===== config.mk =====
export PLATFORM = sky130hd
export DESIGN_NAME = apb_slave_regfile
export DESIGN_NICKNAME = d
export VERILOG_FILES = /design/src/rtl/apb_slave_pkg.sv /design/src/rtl/apb_strb_reg.sv /design/src/rtl/apb_slave_regfile.sv
export SDC_FILE = /design/constraint.sdc
export NUM_CORES = 1
export LEC_CHECK = 0
export ABC_AREA = 1
export ABC_CLOCK_PERIOD_IN_PS = 2000
export BUFFER_PORTS_ARGS = -buffer_cell sky130_fd_sc_hd__buf_2
export CELL_PAD_IN_SITES_DETAIL_PLACEMENT = 1
export CELL_PAD_IN_SITES_GLOBAL_PLACEMENT = 2
export CORE_ASPECT_RATIO = 0.5
export CORE_UTILIZATION = 30
export CTS_CLUSTER_DIAMETER = 120
export DETAILED_ROUTE_END_ITERATION = 16
export PLACE_DENSITY = 0.89
export SLEW_MARGIN = 20
export SYNTH_ARGS = -nofsm -noshare
export SYNTH_HDL_FRONTEND = slang
export SYNTH_SLANG_ARGS = --single-unit

===== constraint.sdc =====
create_clock -name pclk -period 2 [get_ports pclk]
set_clock_uncertainty 0.2 [all_clocks]
set_input_delay 0.4 -clock pclk [delete_from_list [all_inputs] [get_ports pclk]]
set_output_delay 0.4 -clock pclk [all_outputs]
set_load 0.03 [all_outputs]

===== src/rtl/apb_slave_pkg.sv =====
// Shared types and address decode helpers for the APB register-file completer.
package apb_slave_pkg;

    typedef enum logic {
        IDLE   = 1'b0,
        ACCESS = 1'b1
    } state_t;

    function automatic int idx_width(input int num_regs);
        return (num_regs > 1) ? $clog2(num_regs) : 1;
    endfunction

    function automatic logic [63:0] addr_to_idx(input logic [63:0] addr,
                                                input logic [63:0] base,
                                                input int          strb_lg2);
        return (addr - base) >> strb_lg2;
    endfunction

    // Out-of-window, misaligned or non-secure (when forbidden) accesses all error.
    function automatic logic addr_err(input logic [63:0] addr,
                                      input logic [63:0] base,
                                      input int          num_regs,
                                      input int          strb_lg2,
                                      input logic        secure_only,
                                      input logic [2:0]  prot);
        logic [63:0] mask;
        mask = (64'd1 << strb_lg2) - 64'd1;
        return (addr < base)
            || (addr_to_idx(addr, base, strb_lg2) >= 64'(num_regs))
            || ((addr & mask) != 64'd0)
            || (secure_only && prot[1]);
    endfunction

endpackage


===== src/rtl/apb_strb_reg.sv =====
// One data register with per-byte write enables and a parametrised reset value.
module apb_strb_reg #(
    parameter int                    DATA_WIDTH = 32,
    parameter logic [DATA_WIDTH-1:0] RESET_VAL  = '0
) (
    input  logic                    pclk,
    input  logic                    preset,
    input  logic                    we,
    input  logic [DATA_WIDTH/8-1:0] strb,
    input  logic [DATA_WIDTH-1:0]   wdata,
    output logic [DATA_WIDTH-1:0]   q
);

    always_ff @(posedge pclk or negedge preset) begin
        if (!preset) begin
            q <= RESET_VAL;
        end else if (we) begin
            for (int b = 0; b < DATA_WIDTH/8; b++) begin
                if (strb[b]) q[b*8 +: 8] <= wdata[b*8 +: 8];
            end
        end
    end

endmodule


===== src/rtl/apb_slave_regfile.sv =====
// APB4 completer: bank of byte-strobed registers with wait states and error response.
module apb_slave_regfile
    import apb_slave_pkg::*;
#(
    parameter int                    ADDR_WIDTH  = 32,
    parameter int                    DATA_WIDTH  = 32,
    parameter int                    NUM_REGS    = 16,
    parameter logic [ADDR_WIDTH-1:0] BASE_ADDR   = '0,
    parameter int                    WAIT_STATES = 0,
    parameter logic [DATA_WIDTH-1:0] RESET_VAL   = '0,
    parameter bit                    SECURE_ONLY = 1'b0
) (
    input  logic                             pclk,
    input  logic                             preset,
    input  logic                             psel,
    input  logic                             penable,
    input  logic                             pwrite,
    input  logic [ADDR_WIDTH-1:0]            paddr,
    input  logic [DATA_WIDTH-1:0]            pwdata,
    input  logic [DATA_WIDTH/8-1:0]          pstrb,
    input  logic [2:0]                       pprot,
    output logic                             pready,
    output logic [DATA_WIDTH-1:0]            prdata,
    output logic                             pslverr,
    output logic [NUM_REGS*DATA_WIDTH-1:0]   reg_q,
    output logic [NUM_REGS-1:0]              wr_pulse
);

    localparam int STRB_WIDTH = DATA_WIDTH / 8;
    localparam int STRB_LG2   = (STRB_WIDTH > 1) ? $clog2(STRB_WIDTH) : 0;
    localparam int IDX_W      = idx_width(NUM_REGS);

    state_t                  state, state_n;
    logic [3:0]              cnt, cnt_n;
    logic                    pready_n;
    logic [DATA_WIDTH-1:0]   prdata_n;
    logic                    pslverr_n;
    logic                    setup;
    logic                    commit;
    logic                    err;
    logic [63:0]             idx_full;
    logic [IDX_W-1:0]        idx;
    logic [NUM_REGS-1:0]     we;
    logic [DATA_WIDTH-1:0]   regs [NUM_REGS];

    assign idx_full = addr_to_idx(64'(paddr), 64'(BASE_ADDR), STRB_LG2);
    assign idx      = idx_full[IDX_W-1:0];
    assign err      = addr_err(64'(paddr), 64'(BASE_ADDR), NUM_REGS, STRB_LG2,
                               SECURE_ONLY, pprot);
    assign setup    = psel && !penable;

    always_comb begin
        state_n  = state;
        cnt_n    = cnt;
        pready_n = 1'b0;
        case (state)
            IDLE: begin
                if (setup) begin
                    state_n  = ACCESS;
                    cnt_n    = 4'(WAIT_STATES);
                    pready_n = (WAIT_STATES == 0);
                end
            end
            ACCESS: begin
                if (!pready) begin
                    // Deselect mid-wait is a protocol violation: drop the transfer.
                    if (!psel) begin
                        state_n = IDLE;
                    end else begin
                        cnt_n    = cnt - 4'd1;
                        pready_n = (cnt == 4'd1);
                    end
                end else if (setup) begin
                    cnt_n    = 4'(WAIT_STATES);
                    pready_n = (WAIT_STATES == 0);
                end else begin
                    state_n = IDLE;
                end
            end
            default: state_n = IDLE;
        endcase

        // Response is captured on the edge that raises pready.
        prdata_n  = (pready_n && !pwrite && !err) ? regs[idx] : '0;
        pslverr_n = pready_n && err;
        commit    = (state == ACCESS) && pready && psel && penable && pwrite && !err;
        for (int i = 0; i < NUM_REGS; i++) begin
            we[i] = commit && (idx == IDX_W'(i)) && (|pstrb);
        end
    end

    always_ff @(posedge pclk or negedge preset) begin
        if (!preset) begin
            state    <= IDLE;
            cnt      <= '0;
            pready   <= 1'b0;
            prdata   <= '0;
            pslverr  <= 1'b0;
            wr_pulse <= '0;
        end else begin
            state    <= state_n;
            cnt      <= cnt_n;
            pready   <= pready_n;
            prdata   <= prdata_n;
            pslverr  <= pslverr_n;
            wr_pulse <= we;
        end
    end

    for (genvar g = 0; g < NUM_REGS; g++) begin : g_reg
        apb_strb_reg #(
            .DATA_WIDTH (DATA_WIDTH),
            .RESET_VAL  (RESET_VAL)
        ) u_reg (
            .pclk   (pclk),
            .preset (preset),
            .we     (we[g]),
            .strb   (pstrb),
            .wdata  (pwdata),
            .q      (regs[g])
        );
        assign reg_q[g*DATA_WIDTH +: DATA_WIDTH] = regs[g];
    end

endmodule


==> summary.md, run 1 <==
| Metric | Value |
|---|---|
| Status | `finished with violations` |
| Violated checks | `setup timing` |
| Critical path required time | `2.39 ns` |
| Clock Tree Buf Depth | `3` |
| All-Layer GR Usage | `0.303` |
| Iter 0 DRT Violations | `2992` |
| Cell area power density | `707 nW/um^2` |
| PortBufs | `634` |
| Sequential share of the synthesized area | `0.523` |
| Synthesized area per cell | `7.38 sq um` |
| Die ar. | `91700 sq um` |
| Post-Route Utilization | `0.407` |
| Worst Hold End | `g_reg[3].u_reg.q[26]` |
| Switching portion of total power | `0.265` |
| Cells after Synth | `3675` |
| Placed insts | `5476` |
| Die Y | `215 microns` |
| Power share of the clock group | `0.457` |
| Final Power | `25.6 mW` |
| Arrival time at the worst endpoint | `2.45 ns` |
| Clk pin slew, worst setup/hold paths | `0.06 ns` |
| P_leak | `21.5 nW` |
| Final WS setup | `-0.0654 ns` |
| Worst-case reg-to-reg path depth | `9` |
| Flop pwr share | `0.451` |
| Final setup fails | `175` |
| Hpwl dp | `98600 microns` |
| Crit. End Element | `flop` |
| Hold crit path type | `primary input to flop` |
| Synth top area share | `0.523` |
| Area leader, netlist | `dfrtp_1` |
| DRC | `0` |
| Setup CP Type | `primary input to flop` |
| Starting Density | `0.305` |
| Final Non-Filler Cells | `5631` |
| Syn Nets | `3753` |
| Top post-synthesis cells by area | `dfrtp_1 52%, nand2_1 18%, nor2_1 11%` |
| Count of standard-cell rows | `77` |
| CTS tree | `built` |
| RSZ-0062 raised after global routing | `yes` |
| Seq cells post-synth | `567` |
| Root Buffer Master | `clkbuf_16` |
| # IOs | `638` |
| Final ANT Viol Nets | `0` |
| Initial antenna violation count | `1` |
| DR pass1 iterations | `5` |
| WL/cell | `25.6 microns` |
| Warnings from Yosys | `0` |
| Flop2flop setup slack | `-0.05 ns` |
| First-pass GRT wire length | `207000 microns` |
| Slew @ Worst Pin | `0.579 ns` |
| Min-Delay Path Depth | `3` |
| Worst R2R End | `g_reg[9].u_reg.q[24]` |
| Vias per inst | `5.35` |
| Min-delay src | `pwdata[26]` |
| RePlAce Congestion | `0.924` |
| Core box area | `88900 sq um` |
| Layout Area Growth over Synthesis | `33.2%` |
| Ratio of final minimum period to clock period | `1.03` |
| F_max | `484 MHz` |
| Max cap viols | `0` |
| Maximum VDD drop | `628 uV` |
| Fin. Hold Viols | `0` |
| Num CTS Buffers | `58` |
| Switch Pwr | `6.79 mW` |
| Vias | `30200` |
| Total Routed Length | `144000 microns` |
| Largest net degree at the start of global routing | `119` |
| Reg-to-reg startpoint | `state` |
| Netlist Area Pre-Place | `27100 sq um` |
| Element type at the critical path start | `primary input` |
| Number of global-route vias before repair | `30800` |
| Slew Viols, Final | `0` |
| Internal Power | `18.8 mW` |
| Remaining Overflow, GRT | `0` |
| CP Max Fanout | `15` |
| Die X-Extent | `427 microns` |
| H-tree depth | `2` |
| Clock Sinks | `567` |
| Nets | `4476` |
| Share of layout cells above drive strength 1 | `0.234` |
| Post-synthesis cell type count | `23` |
| Clk Latency, worst-skew pair | `0.66 ns` |
| Min cycle time layout | `2.07 ns` |
| Combinational share of power | `0.093` |
| Normalized max-slew margin | `0.613` |
-- power by group through the flow --
stage | sequential (mW) | clock, mW | combinational, mW
global placement | 11.7 | 0 | 2.23
CTS | 11.5 | 11.7 | 2.34
detailed placement | 11.7 | 0 | 2.27
floorplan | 11.7 | 0 | 1.13
global route | 11.5 | 12.2 | 2.57
finish | 11.5 | 11.7 | 2.37
-- flip-flops by register name, indices dropped and copies added (netlist names) --
signal / count
cnt: 4
pready: 1
pslverr: 1
prdata: 32
g.u_reg.q: 512
state: 1
wr_pulse: 16
-- worst max path at each step --
stage / start / end / slack, ns / cells after the start
4_1_cts: pready / pready / 0.002 / 2
3_5_place_dp: paddr[2] / prdata[0] / -0.37 / 11
3_3_place_gp: paddr[2] / prdata[0] / -0.37 / 11
2_1_floorplan: pready / g_reg[0].u_reg.q[30] / 0.04 / 8
5_1_grt: state / g_reg[9].u_reg.q[10] / -0.16 / 9
6_report: psel / g_reg[9].u_reg.q[24] / -0.07 / 11
-- cell families after synthesis --
logic type               synth area share
flip-flops                          0.523
adder cells (fa/ha/maj)          0.000922
buffers and inverters              0.0506
AO/OA/AOI/OAI                     0.00277
AND/OR/NAND/NOR                     0.423
-- cells in the final DEF, fill, tap and decap left out, drive strengths merged --
cell type and n:
clkinvlp 5, o22ai 2, nand4 97, dlygate4sd3 31, diode 3, a21oi 1
nand2 1323, nor3 1, o21ai 1, buf 883, nand3 522, clkinv 11
dfrtp 567, nor2 839, inv 53, clkbuf 94, ha 2, a22oi 7
bufinv 4
-- stage by stage --
step / hold WS (ns) / setup slack (ns) / instance area (sq um) / setup TNS, ns
floorplan: -0.0956 / 0.0410 / 27100 / 0
global placement: 0.0809 / -0.372 / 33400 / -130.94
detailed placement: 0.0839 / -0.373 / 33400 / -141.91
CTS: 0.00533 / 0.00157 / 35700 / 0
global route: 0.0141 / -0.161 / 36100 / -42.64
finish: 0.0283 / -0.0654 / 36100 / -3.76
-- per-layer routing --
metal,global-route usage,routed length [microns],vias to the layer above
li1,-,-,13000
met1,0.383,56600,15300
met2,0.486,67100,1393
met3,0.0532,11200,426
met4,0.175,9190,0
met5,0,0,-
-- cell type report --
class	instances	area (sq um)
antenna	3	7.51
clock inverter	18	203
clock buffer	87	1770
multi-input combinational	2795	11700
timing repair buffer	921	6580
fill	11000	52800
sequential	567	14200
tap	1185	1480
inverter	55	211
-- synth_stat cells --
| master | number |
|---|---|
| nand3_2 | 2 |
| buf_6 | 10 |
| clkbuf_1 | 158 |
| a22oi_1 | 7 |
| ha_1 | 2 |
| nand2_1 | 1321 |
| inv_2 | 11 |
| a21oi_1 | 1 |
| nor3_2 | 1 |
| inv_1 | 43 |
| nand4_1 | 97 |
| nand2_2 | 2 |
| nor2_1 | 816 |
| o22ai_1 | 2 |
| nor2_2 | 13 |
| buf_4 | 15 |
| buf_1 | 21 |
| buf_2 | 54 |
| dfrtp_1 | 567 |
| clkinv_1 | 1 |
| nor2_4 | 10 |
| nand3_1 | 520 |
| o21ai_0 | 1 |
-- critical path, cell delays in order --
cell and delay, ns:
dlygate4sd3_1 0.56, buf_2 0.13, nand3_1 0.10, nor3_4 0.24, nand3_2 0.17, buf_12 0.20
nor2_4 0.11, buf_12 0.15, buf_12 0.17, nand3_1 0.09, nand2_1 0.10
-- timing repair --
| action | CTS | global route |
|---|---|---|
| hold buffers | 31 | 0 |
| setup endpoints to repair | 9 | 380 |
| setup buffers | 0 | 9 |
| resized for setup | 4 | 17 |
| gates cloned | 0 | 7 |
| endpoints found under the hold margin | 873 | 0 |
| pin swaps | 0 | 3 |
Note: power is estimated with default switching activity, not from simulation.
==> run 2, diff against run 1 <==
--- a/config.mk
+++ b/config.mk
@@ -6,7 +6,7 @@
 export NUM_CORES = 1
 export LEC_CHECK = 0
 export ABC_AREA = 1
-export ABC_CLOCK_PERIOD_IN_PS = 2000
+export ABC_CLOCK_PERIOD_IN_PS = 2300
 export BUFFER_PORTS_ARGS = -buffer_cell sky130_fd_sc_hd__buf_2
 export CELL_PAD_IN_SITES_DETAIL_PLACEMENT = 1
 export CELL_PAD_IN_SITES_GLOBAL_PLACEMENT = 2
==> constraint.sdc (replaced) <==
create_clock -name pclk -period 2.3 [get_ports pclk]
set_clock_uncertainty 0.2 [all_clocks]
set_input_delay 0.46 -clock pclk [delete_from_list [all_inputs] [get_ports pclk]]
set_output_delay 0.46 -clock pclk [all_outputs]
set_load 0.03 [all_outputs]
==> summary.md, run 2 (synthesized netlist as in run 1, its figures left out) <==
| Metric | Value |
|---|---|
| Status | `finished, final reports clean` |
| Post-Route Utilization | `0.391` |
| Register cell area after layout | `14200 sq um` |
| Met2 usage | `0.473` |
| WL/cell | `25.1 microns` |
| Initial antenna violation count | `6` |
| Count of standard-cell rows | `77` |
| Min-Delay Path Depth | `3` |
| Final Power | `22.2 mW` |
| Element type at the critical path start | `primary input` |
| Area of the multi-input gates | `11600 sq um` |
| Setup_tns | `0 ns` |
| Global routing usage on met1 | `0.372` |
| F_max | `465 MHz` |
| Vias | `29300` |
| DRC | `0` |
| Die ar. | `91700 sq um` |
| Worst path slowest cell | `dlygate4sd3_1` |
| Most frequent cells in the layout | `1320 x nand2_1, 814 x nor2_1, 629 x buf_2` |
| Met3 GRT Util | `0.0517` |
| H-tree depth | `2` |
| Flop2flop setup slack | `0.22 ns` |
| Critical path required time | `2.68 ns` |
| Die Y | `215 microns` |
| Slew Viols, Final | `0` |
| Root Buffer Master | `clkbuf_16` |
| Hold crit path type | `primary input to flop` |
| Nets | `4371` |
| Clock Sinks | `567` |
| DR pass1 iterations | `5` |
| Largest net degree at the start of global routing | `145` |
| Fill cell count | `11000` |
| Cell area power density | `637 nW/um^2` |
| Max cap viols | `0` |
| Ratio of final minimum period to clock period | `0.935` |
| Normalized max-slew margin | `0.506` |
| All-Layer GR Usage | `0.296` |
| Placed Area | `32800 sq um` |
| Largest registers | `g.u_reg.q: 512 flops, prdata: 32 flops, wr_pulse: 16 flops` |
| CP Max Fanout | `18` |
| Largest Register | `g.u_reg.q` |
| Vias per inst | `5.31` |
| Crit. End Element | `flop` |
| Commonest non-fill, non-tap cell in the layout | `nand2_1` |
| P_leak | `20.8 nW` |
| Worst Hold End | `g_reg[1].u_reg.q[30]` |
| Iter 0 DRT Violations | `2455` |
| # Post-CTS Setup Buffers | `0` |
| Clk Latency, worst-skew pair | `0.65 ns` |
| Worst-case reg-to-reg path depth | `8` |
| # IOs | `638` |
| RePlAce Congestion | `0.922` |
| Fin. Hold Viols | `0` |
| Number of flip-flops in the largest register | `512` |
| Reg-to-reg startpoint | `pready` |
| Max incr delay on CP | `0.55 ns` |
| Starting Density | `0.305` |
| Hpwl dp | `95500 microns` |
| Worst R2R End | `g_reg[8].u_reg.q[9]` |
| Most used routing layer | `met2` |
| Min cycle time layout | `2.15 ns` |
| Final setup fails | `0` |
| PortBufs | `634` |
| CTS tree | `built` |
| Number of global-route vias before repair | `29600` |
| Min-delay src | `pwdata[30]` |
| Share of layout cells above drive strength 1 | `0.219` |
| Worst path cell trace | `dlygate4sd3_1 -> buf_2 -> nand3_1 -> nor3_4 -> nand3_2 -> buf_12 -> nor2_4 -> buf_12 -> nand3_1 -> nand2_1` |
| First-pass GRT wire length | `202000 microns` |
| Clock Tree Buf Depth | `3` |
| Num CTS Buffers | `56` |
| Total Routed Length | `139000 microns` |
| Layout Area Growth over Synthesis | `28.3%` |
| Setup CP Type | `primary input to flop` |
| Final ANT Viol Nets | `0` |
| Place WS | `-0.00283 ns` |
| RSZ-0062 raised after global routing | `no` |
| Die X-Extent | `427 microns` |
| Slew @ Worst Pin | `0.741 ns` |
| Remaining Overflow, GRT | `0` |
| Final WS setup | `0.149 ns` |
| Maximum VDD drop | `542 uV` |
| Final Cell Area | `34800 sq um` |
| Arrival time at the worst endpoint | `2.54 ns` |
| Core box area | `88900 sq um` |
| Clk pin slew, worst setup/hold paths | `0.07 ns` |
==> run 2: final cells by class <==
type | instances | area share
well taps | 1185 | 0.0426
diodes | 4 | 0.000288
clock buffers | 75 | 0.0464
flip-flops and latches | 567 | 0.408
inverters | 55 | 0.00608
clock inverters | 26 | 0.0107
repair buffers | 818 | 0.152
multi-input cells | 2795 | 0.335
==> run 2: how the worst max path moves through the flow <==
stage	to	start	cells after the start
final	g_reg[8].u_reg.q[9]	psel	10
after global routing	g_reg[15].u_reg.q[6]	psel	10
after CTS	g_reg[8].u_reg.q[9]	psel	10
after detailed placement	g_reg[0].u_reg.q[9]	paddr[2]	9
after global placement	g_reg[0].u_reg.q[10]	paddr[2]	9
after floorplan	g_reg[0].u_reg.q[30]	pready	8
==> run 2: power by group <==
part	switching [mW]	internal (mW)
Clock	4.35	5.92
Sequential	0.0221	10.0
Combinational	1.41	0.462
Total	5.78	16.4
==> run 2: metrics by stage <==
step | cells | hold WS [ns]
detailed placement | 5415 | 0.183
floorplan | 3675 | -0.0356
CTS | 5521 | 0.00507
global route | 5525 | 0.0285
finish | 5525 | 0.0297
global placement | 5415 | 0.178
==> run 2: repair_timing <==
item,in CTS,in global routing
hold endpoints to repair,340,0
resized for setup,0,0
hold buffers,5,0
==> run 2: metal layers <==
layer  routed length (microns)  vias to the layer above
met1                     54300                    14900
li1                          -                    12800
met2                     64700                     1223
met5                         0                        -
met3                      9880                      400
met4                      9720                        0
==> run 2: worst max-delay path, delay by kind of cell <==
kind	cells	cell delay [ns]
simple gates	6	0.91
buf+inv	4	1.11
